`config.mk`:
```
export PLATFORM = sky130hd
export DESIGN_NAME = bus_dbg_bridge
export DESIGN_NICKNAME = d
export VERILOG_FILES = /design/src/rtl/bus_dbg_pkg.sv /design/src/rtl/bus_dbg_bridge.sv
export SDC_FILE = /design/constraint.sdc
export NUM_CORES = 1
export LEC_CHECK = 0
export CAP_MARGIN = 5
export CORE_ASPECT_RATIO = 1.75
export CORE_MARGIN = 1
export CORE_UTILIZATION = 43
export CTS_CLUSTER_DIAMETER = 120
export DETAILED_ROUTE_END_ITERATION = 10
export PLACE_DENSITY = 0.76
export SLEW_MARGIN = 20
export SYNTH_ARGS = -nofsm -noshare
export SYNTH_HDL_FRONTEND = slang
export SYNTH_SLANG_ARGS = --single-unit
```
`constraint.sdc`:
```
create_clock -name clk -period 1.8 [get_ports clk]
set_input_delay 0.36 -clock clk [delete_from_list [all_inputs] [get_ports clk]]
set_output_delay 0.36 -clock clk [all_outputs]
set_load 0.1 [all_outputs]
```
`src/rtl/bus_dbg_pkg.sv`:
```
// rtl/bus_dbg_pkg.sv - command/response bytes and state encoding for the serial debug bus bridge
package bus_dbg_pkg;

  // Host command bytes
  localparam logic [7:0] CMD_W = 8'h57;
  localparam logic [7:0] CMD_R = 8'h52;
  localparam logic [7:0] CMD_P = 8'h50;

  // Single-byte responses
  localparam logic [7:0] RSP_K = 8'h4B;
  localparam logic [7:0] RSP_Q = 8'h3F;
  localparam logic [7:0] RSP_T = 8'h54;

  // Frame/bus state machine encoding
  localparam logic [2:0] IDLE = 3'd0;
  localparam logic [2:0] ADDR = 3'd1;
  localparam logic [2:0] DATA = 3'd2;
  localparam logic [2:0] BUS  = 3'd3;
  localparam logic [2:0] RESP = 3'd4;

endpackage

```
`src/rtl/bus_dbg_bridge.sv`:
```
// rtl/bus_dbg_bridge.sv - byte-stream command frames to native valid/ready memory bus master
module bus_dbg_bridge
  import bus_dbg_pkg::*;
#(
  parameter int unsigned TIMEOUT = 255
) (
  input  logic        clk,
  input  logic        rst,
  input  logic [7:0]  rx_data,
  input  logic        rx_valid,
  output logic        rx_ready,
  output logic [7:0]  tx_data,
  output logic        tx_valid,
  input  logic        tx_ready,
  output logic        mem_valid,
  output logic [31:0] mem_addr,
  output logic [31:0] mem_wdata,
  output logic [3:0]  mem_wstrb,
  input  logic [31:0] mem_rdata,
  input  logic        mem_ready,
  output logic        busy
);

  localparam int unsigned WAIT_W = $clog2(TIMEOUT + 1);
  localparam logic [WAIT_W-1:0] WAIT_LAST = WAIT_W'(TIMEOUT - 1);

  logic [2:0]        state_q, state_d;
  logic [1:0]        cnt_q, cnt_d;
  logic [31:0]       addr_q, addr_d;
  logic [31:0]       data_q, data_d;
  logic              is_wr_q, is_wr_d;
  logic              rsp_multi_q, rsp_multi_d;
  logic [7:0]        rsp_q, rsp_d;
  logic [WAIT_W-1:0] wait_q, wait_d;

  logic rx_fire;
  logic tx_fire;

  // rx_ready is held low while rst is asserted, even once the state has settled to IDLE
  assign rx_ready  = !rst && (state_q == IDLE || state_q == ADDR || state_q == DATA);
  assign rx_fire   = rx_valid && rx_ready;
  assign tx_valid  = (state_q == RESP);
  assign tx_fire   = tx_valid && tx_ready;
  // Read data leaves MSB first from the top of the shifting data register
  assign tx_data   = tx_valid ? (rsp_multi_q ? data_q[31:24] : rsp_q) : 8'h00;
  assign mem_valid = (state_q == BUS);
  assign mem_addr  = addr_q & 32'hFFFF_FFFC;
  assign mem_wdata = data_q;
  assign mem_wstrb = (mem_valid && is_wr_q) ? 4'hF : 4'h0;
  assign busy      = (state_q != IDLE);

  // Next-state: frame parsing, bus wait/timeout and response sequencing
  always_comb begin
    state_d     = state_q;
    cnt_d       = cnt_q;
    addr_d      = addr_q;
    data_d      = data_q;
    is_wr_d     = is_wr_q;
    rsp_multi_d = rsp_multi_q;
    rsp_d       = rsp_q;
    wait_d      = wait_q;
    case (state_q)
      IDLE: begin
        if (rx_fire) begin
          cnt_d       = 2'd0;
          wait_d      = '0;
          rsp_multi_d = 1'b0;
          if (rx_data == CMD_W || rx_data == CMD_R) begin
            state_d = ADDR;
            is_wr_d = (rx_data == CMD_W);
          end else if (rx_data == CMD_P) begin
            state_d = RESP;
            rsp_d   = RSP_K;
          end else begin
            state_d = RESP;
            rsp_d   = RSP_Q;
          end
        end
      end
      ADDR: begin
        if (rx_fire) begin
          addr_d = {addr_q[23:0], rx_data};
          cnt_d  = cnt_q + 2'd1;
          if (cnt_q == 2'd3) begin
            state_d = is_wr_q ? DATA : BUS;
          end
        end
      end
      DATA: begin
        if (rx_fire) begin
          data_d = {data_q[23:0], rx_data};
          cnt_d  = cnt_q + 2'd1;
          if (cnt_q == 2'd3) begin
            state_d = BUS;
          end
        end
      end
      BUS: begin
        // Completion is checked before the timeout so a ready in the last cycle still wins
        if (mem_ready) begin
          state_d = RESP;
          cnt_d   = 2'd0;
          if (is_wr_q) begin
            rsp_d       = RSP_K;
            rsp_multi_d = 1'b0;
          end else begin
            data_d      = mem_rdata;
            rsp_multi_d = 1'b1;
          end
        end else if (wait_q == WAIT_LAST) begin
          state_d     = RESP;
          rsp_d       = RSP_T;
          rsp_multi_d = 1'b0;
        end else begin
          wait_d = wait_q + WAIT_W'(1);
        end
      end
      RESP: begin
        if (tx_fire) begin
          if (rsp_multi_q && cnt_q != 2'd3) begin
            data_d = {data_q[23:0], 8'h00};
            cnt_d  = cnt_q + 2'd1;
          end else begin
            state_d = IDLE;
            cnt_d   = 2'd0;
          end
        end
      end
      default: begin
        state_d = IDLE;
      end
    endcase
  end

  // State registers with synchronous active-high reset
  always_ff @(posedge clk) begin
    if (rst) begin
      state_q     <= IDLE;
      cnt_q       <= 2'd0;
      addr_q      <= 32'h0;
      data_q      <= 32'h0;
      is_wr_q     <= 1'b0;
      rsp_multi_q <= 1'b0;
      rsp_q       <= 8'h00;
      wait_q      <= '0;
    end else begin
      state_q     <= state_d;
      cnt_q       <= cnt_d;
      addr_q      <= addr_d;
      data_q      <= data_d;
      is_wr_q     <= is_wr_d;
      rsp_multi_q <= rsp_multi_d;
      rsp_q       <= rsp_d;
      wait_q      <= wait_d;
    end
  end

endmodule

```
======== Word-level counts from Yosys, hierarchy flattened ========
Index checks and enable logic that the tools add are counted.
word-level totals
  flip-flop bits (word level) ............. 87
  input port bits ......................... 45
operators by class
  equal/unequal tests ..................... 26
  add/subtract/negate cells ............... 2
  reduce and logical (&&, ||, !) cells .... 23
  multiplexer cells ....................... 43
operators by type and width
  kind                                                  number
  2-to-1 mux 32 bit                                     5
  case mux 32 bit (3 select lines)                      1
  2-to-1 mux 8 bit                                      10
  case mux 8 bit (2 select lines)                       2
  2-to-1 mux 3 bit                                      10
  equality test 8 x 7 -> 1 bit (second input constant)  3
  != test 2 bit (second input constant)                 9
  case mux 3 bit (5 select lines)                       1
  != test 2 x 1 -> 1 bit (second input constant)        6
  2-to-1 mux 2 bit                                      5
  AND reduction 5 bit                                   2
  adder 8 x 1 -> 8 bit (second input constant)          1
  equality test 8 bit (second input constant)           1
  case mux 2 bit (4 select lines)                       1
  AND reduction 8 bit                                   1
  2-to-1 mux 7 bit                                      1
  equality test 3 x 2 -> 1 bit (second input constant)  2
  AND reduction 3 bit                                   2
  AND reduction 6 bit                                   1
  nonzero test 3 bit                                    2
  logical AND 1 bit                                     5
  2-to-1 mux 1 bit                                      5
  2-to-1 mux 4 bit                                      1
  AND reduction 4 bit                                   1
  other kinds (14)                                      16

======== Depth between registers and ports, before layout ========
Gate-level depths: netlist of run 1.
  depth after elaboration ................. 7
  gate-level depth with buffers ........... 7

======== Worst setup path before layout of run 1 ========
OpenSTA, ideal clock, no wires.
  path type ............................... input -> output
  start ................................... input rst
  end ..................................... output rx_ready
  cell stages on the path ................. 4
  slack ................................... -1.601 ns
  data arrival time ....................... 3.041 ns
  path buffers ............................ 3
  path through ............................ clkbuf_1 clkbuf_1 clkbuf_1 nor3_1
on the way
  longest elaborated chain between the ends .. 2
RTL lines
  element            line                  source
  start, declared    bus_dbg_bridge.sv:8   input logic rst,
  zero test 1 bit    bus_dbg_bridge.sv:40  assign rx_ready = !rst && (state_q == IDLE || state_q == ADDR || state_q == DATA);
  logical AND 1 bit  bus_dbg_bridge.sv:40
  end, declared      bus_dbg_bridge.sv:11  output logic rx_ready,
Every way passes these cells.

======== Worst setup path in the final report of run 1 ========
  start ................................... register state_q[0]
  end ..................................... output tx_data[2]
on the way
  longest elaborated chain between the ends .. 2
RTL lines
  element                 line                   source
  start, declared         bus_dbg_bridge.sv:27   logic [2:0] state_q, state_d;
  start signal, assigned  bus_dbg_bridge.sv:147  state_q <= state_d;
  equality test 3 bit     bus_dbg_bridge.sv:42   assign tx_valid = (state_q == RESP);
  2-to-1 mux 8 bit        bus_dbg_bridge.sv:45   assign tx_data = tx_valid ? (rsp_multi_q ? data_q[31:24] : rsp_q) : 8'h00;
  end, declared           bus_dbg_bridge.sv:12   output logic [7:0] tx_data,
Every way passes these cells.

==> impl_metrics.json, run 1 <==
{
  "status": "complete, but fails checks",
  "violations": "setup timing",
  "drive_gt1_share_pct": 36.47,
  "dp_slack_ps": -345.0,
  "clk_latency_ps": 350,
  "die_y_um": 134.3,
  "routed_via_density": 5.904,
  "min_period_ps": 1948,
  "yosysSeqAreaShare_pct": 38.65,
  "placementRows": 47,
  "crit_chain": "buf_6, nor2_4, nand2_8, buf_12, a21oi_4, buf_12",
  "port-buffer-count": 122,
  "async_flop_share_pct": 0,
  "slowest_stage": "dfxtp_4",
  "holdPathStages": 2,
  "syn_avg_cell_area_um2": 8.006,
  "hp-start": "addr_q[1]",
  "layout_commonest_cell": "nand2_1",
  "dp_cells": 768,
  "grt_pass1_vias": 4726,
  "cp.arrival_ps": 1590,
  "maxCapViolCount": 0,
  "route.detailed.drc": 0,
  "path_class": "flip-flop to output port",
  "r2r-end": "mem_wdata[4]",
  "cts_buffer_depth": 2,
  "synth_cell_types": 55,
  "yosys_warnings": 0,
  "core_region_area_um2": 9585,
  "r2r-start": "state_q[0]",
  "rsz0062_at_grt": "yes",
  "path_buf_inv": 3,
  "worst-path-max-fanout": 6,
  "cp_slowest_stage_delay_ps": 370,
  "dpl.hpwl_mm": 10.91,
  "clk_pin_slew_ps": 60,
  "netlist_instances": 537,
  "netlist_area_um2": 4299,
  "cts_tree": "built",
  "fillCellCount": 578,
  "ff2ff_path_depth": 7,
  "fmax_ghz": 0.5134,
  "r2r_slack_ps": -140,
  "vias": 4741,
  "fin_cells": 803,
  "grt_pass1_wl_mm": 23.84,
  "ctsHoldBuffers": 0,
  "h-tree-depth": 3,
  "cts_buffers": 9,
  "final_cell_mix": "nand2_1, buf_12, dfxtp_1, a21oi_1, buf_4",
  "post_dp_cell_area_um2": 6665,
  "clock_skew_ps": 6.279,
  "die_w_um": 77.59,
  "p_leak_nw": 2.664,
  "synthFlopType": "dfxtp_1",
  "crit_path_end_kind": "output port",
  "io_pins": 125,
  "drt_iter0_markers": 398,
  "worst_hold_path.endpoint": "addr_q[9]",
  "layout_worst_path_cycle_share_pct": 108.2,
  "cp_top_family": "buffers and inverters",
  "antenna_found_initial": 0,
  "hold_viol_final": 0,
  "place.gp.congestion": 0.8806,
  "layout_setup_ws_ps": -147.7,
  "ys_seq_elements": 83,
  "synth-edff-count": 0,
  "p_per_area_nw_per_um2": 633.0,
  "hp-class": "flip-flop to flip-flop",
  "clock_sinks": 83,
  "start_util_pct": 44.85,
  "fin_nets": 724,
  "drtPass1Iterations": 5,
  "ir_drop_uv": 537.3,
  "post-route-cell-area_um2": 7426,
  "grt_use_total_pct": 29.40,
  "finalSetupViolCount": 48,
  "areaGrowthSynthToFinish_pct": 72.73,
  "die_area_um2": 10420,
  "routed_wl_mm": 16.16,
  "ant_nets": 0,
  "grt_max_degree": 40,
  "start_kind": "flip-flop",
  "slew_viol_final": 0,
  "grt_overflow_total": 0,
  "root_buffer": "clkbuf_16",
  "path_common_cell": "buf_12",
  "required_ps": 1440,
  "drt-wirelength-per-cell_um": 20.13
}
==> final cells by class <==
cell class              count  area, µm²  share of cell area [%]
multi-input cells         370       2490                   33.53
inverters                   9      42.54                  0.5729
clock inverters             4      27.53                  0.3707
diodes                      1      2.502                 0.03370
clock buffers              11      242.7                   3.269
well taps                 122      152.6                   2.056
repair buffers            203       2785                   37.51
flip-flops and latches     83       1683                   22.66
==> Yosys cell counts (2+ instances only) <==
library cell	n	area, µm²
nand4_1	3	18.77
o221ai_1	8	70.07
buf_2	12	60.06
inv_1	8	30.03
mux2_2	11	123.9
nand3_1	9	45.04
nor4b_1	3	26.28
nor2_1	7	26.28
buf_4	39	292.8
nor3_1	2	10.01
nand4b_1	3	26.28
mux2i_1	3	30.03
a211o_1	3	26.28
and2_1	3	18.77
a311oi_1	24	210.2
a211oi_1	4	30.03
clkbuf_1	22	82.58
buf_6	2	22.52
a31oi_1	7	43.79
nor2b_1	11	68.82
a2111o_1	5	56.30
and4bb_2	2	25.02
a21oi_1	77	385.4
nand3b_1	3	22.52
and3_1	4	25.02
o2111ai_1	5	43.79
nand2b_1	3	18.77
nand2_1	141	529.3
ha_1	3	37.54
dfxtp_1	83	1662
o211ai_1	3	22.52
==> worst reg2reg max path: stages (launching register included) <==
cell	delay, ps
dfxtp_4	370
buf_6	130
buf_6	120
nor4bb_4	290
o32a_1	260
and2_4	200
clkbuf_16	170
mux2_4	300
==> worst max path at each step <==
stage / start / to / slack (ps) / cells after the start
global route: state_q[0] / mem_wdata[4] / -190 / 7
detailed placement: rx_valid / mem_wdata[26] / -350 / 7
global placement: rx_valid / mem_wdata[5] / -340 / 6
floorplan: rst / rx_ready / -340 / 4
CTS: state_q[0] / tx_data[7] / -150 / 6
finish: state_q[0] / tx_data[2] / -150 / 6
==> kinds of logic after synthesis <==
family                     share of synthesized area (%)
AOI/OAI and AO/OA                                  22.29
muxes                                              3.580
DFF                                                38.65
buffers and inverters                              11.52
xor gates and xnor gates                          0.4075
other                                            0.08723
and+or+nand+nor                                    22.59
adders and majority gates                         0.8732
==> registers in the layout, indices dropped and copies added (netlist names) <==
signal / flops
addr_q: 32
mem_wdata: 32
wait_q: 8
rsp_q: 4
state_q: 3
cnt_q: 2
is_wr_q: 1
rsp_multi_q: 1
==> report_power, final <==
group / total, mW / switching, mW / leakage [nW] / internal (mW)
Clock: 1.72 / 0.762 / 0.124 / 0.962
Sequential: 1.90 / 0.0349 / 0.676 / 1.86
Combinational: 1.08 / 0.606 / 1.86 / 0.474
==> through the flow <==
| stage | hold slack (ps) | util (%) | TNS, ps | total power [mW] |
|---|---|---|---|---|
| after floorplan | 432.1 | - | -1322 | 2.450 |
| after global placement | 439.1 | 69.53 | -16170 | 2.853 |
| after detailed placement | 447.3 | 69.53 | -19500 | 2.871 |
| after CTS | 456.6 | 74.87 | -1763 | 4.571 |
| after global routing | 484.5 | 77.44 | -6338 | 4.814 |
| final | 457.0 | 77.47 | -4256 | 4.701 |
==> routing by layer <==
| metal | up-vias | share of wire (%) | wire (µm) | global-route usage, % |
|---|---|---|---|---|
| li1 | 2145 | - | - | - |
| met1 | 2280 | 34 | 5466 | 28.92 |
| met2 | 241 | 55 | 8929 | 56.15 |
| met3 | 75 | 5.2 | 846 | 4.830 |
| met4 | 0 | 5.7 | 920 | 17.61 |
| met5 | - | 0 | 0 | 0 |
==> timing repair <==
item	in CTS	in global routing
gates cloned	0	2
buffers inserted	14	4
resized for setup	35	37
endpoints found under the hold margin	0	0
pin swaps	7	8
setup endpoints to repair	51	87
(Power assumes the default switching activity.)
==> inputs of run 2 (changes only) <==
--- a/config.mk
+++ b/config.mk
@@ -12,7 +12,6 @@
 export CTS_CLUSTER_DIAMETER = 120
 export DETAILED_ROUTE_END_ITERATION = 10
 export PLACE_DENSITY = 0.76
-export SLEW_MARGIN = 20
 export SYNTH_ARGS = -nofsm -noshare
 export SYNTH_HDL_FRONTEND = slang
 export SYNTH_SLANG_ARGS = --single-unit
==> results of run 2 <==
The final DEF is identical to that of run 1; final timing and power are the same.
==> inputs of run 3 (changes only) <==
--- a/config.mk
+++ b/config.mk
@@ -11,6 +11,7 @@
 export CORE_UTILIZATION = 43
 export CTS_CLUSTER_DIAMETER = 120
 export DETAILED_ROUTE_END_ITERATION = 10
+export MAX_ROUTING_LAYER = met4
 export PLACE_DENSITY = 0.76
 export SYNTH_ARGS = -nofsm -noshare
 export SYNTH_HDL_FRONTEND = slang
==> run 3 against run 2 <==
Effect of this change: the run still ends with setup timing left; hold slack improved by 1.4 ps; first-iteration DRC count fell by 23%; routed wire length fell by 4.5%; largest cell class unchanged; largest power group unchanged; highest routed layer unchanged.
==> impl_metrics.json, run 3 (synthesis results as in run 1) <==
{
  "status": "complete, but fails checks",
  "path_class": "flip-flop to output port",
  "grt_use_total_pct": 29.39,
  "layout_setup_ws_ps": -116.5,
  "violations": "setup timing",
  "vias": 4719,
  "crit_path_end_kind": "output port",
  "clk_pin_slew_ps": 60,
  "drive_gt1_share_pct": 34.47,
  "rsz0062_at_grt": "yes",
  "internal_power_mw": 3.475,
  "antenna_found_initial": 0,
  "finalSetupViolCount": 13,
  "min_period_ps": 1917,
  "cts_buffer_depth": 2,
  "fin_cells": 798,
  "worst-path-max-fanout": 5,
  "ir_drop_uv": 544.7,
  "hp-class": "flip-flop to flip-flop",
  "start_kind": "flip-flop",
  "fillCellCount": 582,
  "drtPass1Iterations": 6,
  "port-buffer-count": 122,
  "switching_power_mw": 1.347,
  "maxCapViolCount": 0,
  "core_region_area_um2": 9585,
  "p_sw_share_pct": 27.94,
  "routed_via_density": 5.914,
  "dpl.hpwl_mm": 10.68,
  "routed_wl_mm": 15.44,
  "fmax_ghz": 0.5218,
  "clock_skew_ps": 8.131,
  "drt-wirelength-per-cell_um": 19.35,
  "layout_worst_path_cycle_share_pct": 106.5,
  "clk_latency_ps": 340,
  "diodes": 0,
  "die_area_um2": 10420,
  "grt_max_degree": 40,
  "cts_buffers": 9,
  "start_util_pct": 44.85,
  "layout.area.seq_um2": 1682,
  "cp.arrival_ps": 1560,
  "route.detailed.drc": 0,
  "dp_cells": 768,
  "cts_tree": "built",
  "combPwrFrac_pct": 21.9,
  "fin_util_pct": 76.71,
  "fin_setup_tns_ps": -947.4,
  "root_buffer": "clkbuf_16",
  "ant_nets": 0,
  "finalPower_mw": 4.823,
  "io_pins": 125,
  "pwr-share-seq_pct": 39.3,
  "clock_sinks": 83,
  "multi_input_area_um2": 2401,
  "dp_slack_ps": -389.6,
  "grt_pass1_vias": 4670,
  "placementRows": 47,
  "hold_viol_final": 0,
  "slew_viol_final": 0,
  "required_ps": 1440,
  "grt_overflow_total": 0,
  "power_frac_clock_pct": 38.8,
  "h-tree-depth": 3,
  "die_w_um": 77.59,
  "final_cell_mix": "nand2_1, buf_12, dfxtp_1, a21oi_1, buf_4",
  "p_leak_nw": 2.685,
  "areaGrowthSynthToFinish_pct": 71.04,
  "grt_pass1_wl_mm": 23.09,
  "drt_iter0_markers": 305,
  "fin_nets": 720,
  "layout_commonest_cell": "nand2_1",
  "place.gp.congestion": 0.8834,
  "p_per_area_nw_per_um2": 655.8,
  "die_y_um": 134.3
}
-- run 3: area by class of cell --
class | count | area share, %
multi-input cells | 370 | 32.65
clock inverters | 2 | 0.4764
flip-flops and latches | 83 | 22.87
inverters | 9 | 0.5275
well taps | 122 | 2.076
clock buffers | 13 | 3.539
repair buffers | 199 | 37.86
-- run 3: worst paths after layout --
kind | startpoint | cells after the start | end | slack, ps
worst min-delay path | addr_q[0] | 2 | addr_q[8] | 460
worst max-delay path | state_q[0] | 6 | tx_data[3] | -120
worst max register to register | state_q[0] | 6 | mem_wdata[2] | -30
worst min register to register | addr_q[0] | 2 | addr_q[8] | 460
-- run 3: critical path: stages (launching register included) --
cell and delay, ps:
dfxtp_4 360, buf_6 120, nor2_4 140, nand2_8 110, buf_12 150, a21oi_4 140
buf_12 190
-- run 3: power groups by stage --
stage | clock (mW) | sequential (mW) | combinational, mW
final | 1.87 | 1.90 | 1.06
after global routing | 1.97 | 1.90 | 1.10
after CTS | 1.87 | 1.89 | 0.996
after detailed placement | 0 | 1.94 | 0.931
after global placement | 0 | 1.94 | 0.918
after floorplan | 0 | 1.98 | 0.465
-- run 3: per-layer routing --
metal | track usage [%] | routed length [µm] | vias up
met4 | 19.18 | 1009 | 0
li1 | - | - | 2142
met3 | 4.898 | 813 | 67
met5 | - | 0 | -
met1 | 28.10 | 5189 | 2261
met2 | 53.39 | 8429 | 249
-- run 3: what timing repair did --
| item | 4_1_cts | 5_1_grt |
|---|---|---|
| gates cloned | 0 | 3 |
| hold buffers | 0 | 0 |
| setup endpoints to repair | 51 | 84 |
| buffers inserted | 11 | 2 |
| gates resized for setup | 23 | 31 |
| pin swaps | 6 | 13 |
-- run 3: stage by stage --
stage          hold WS (ps)  instance area, µm²
2_1_floorplan         432.1                4524
3_3_place_gp          439.4                6665
3_5_place_dp          451.5                6665
4_1_cts               461.0                7132
5_1_grt               490.1                7353
6_report              458.4                7353
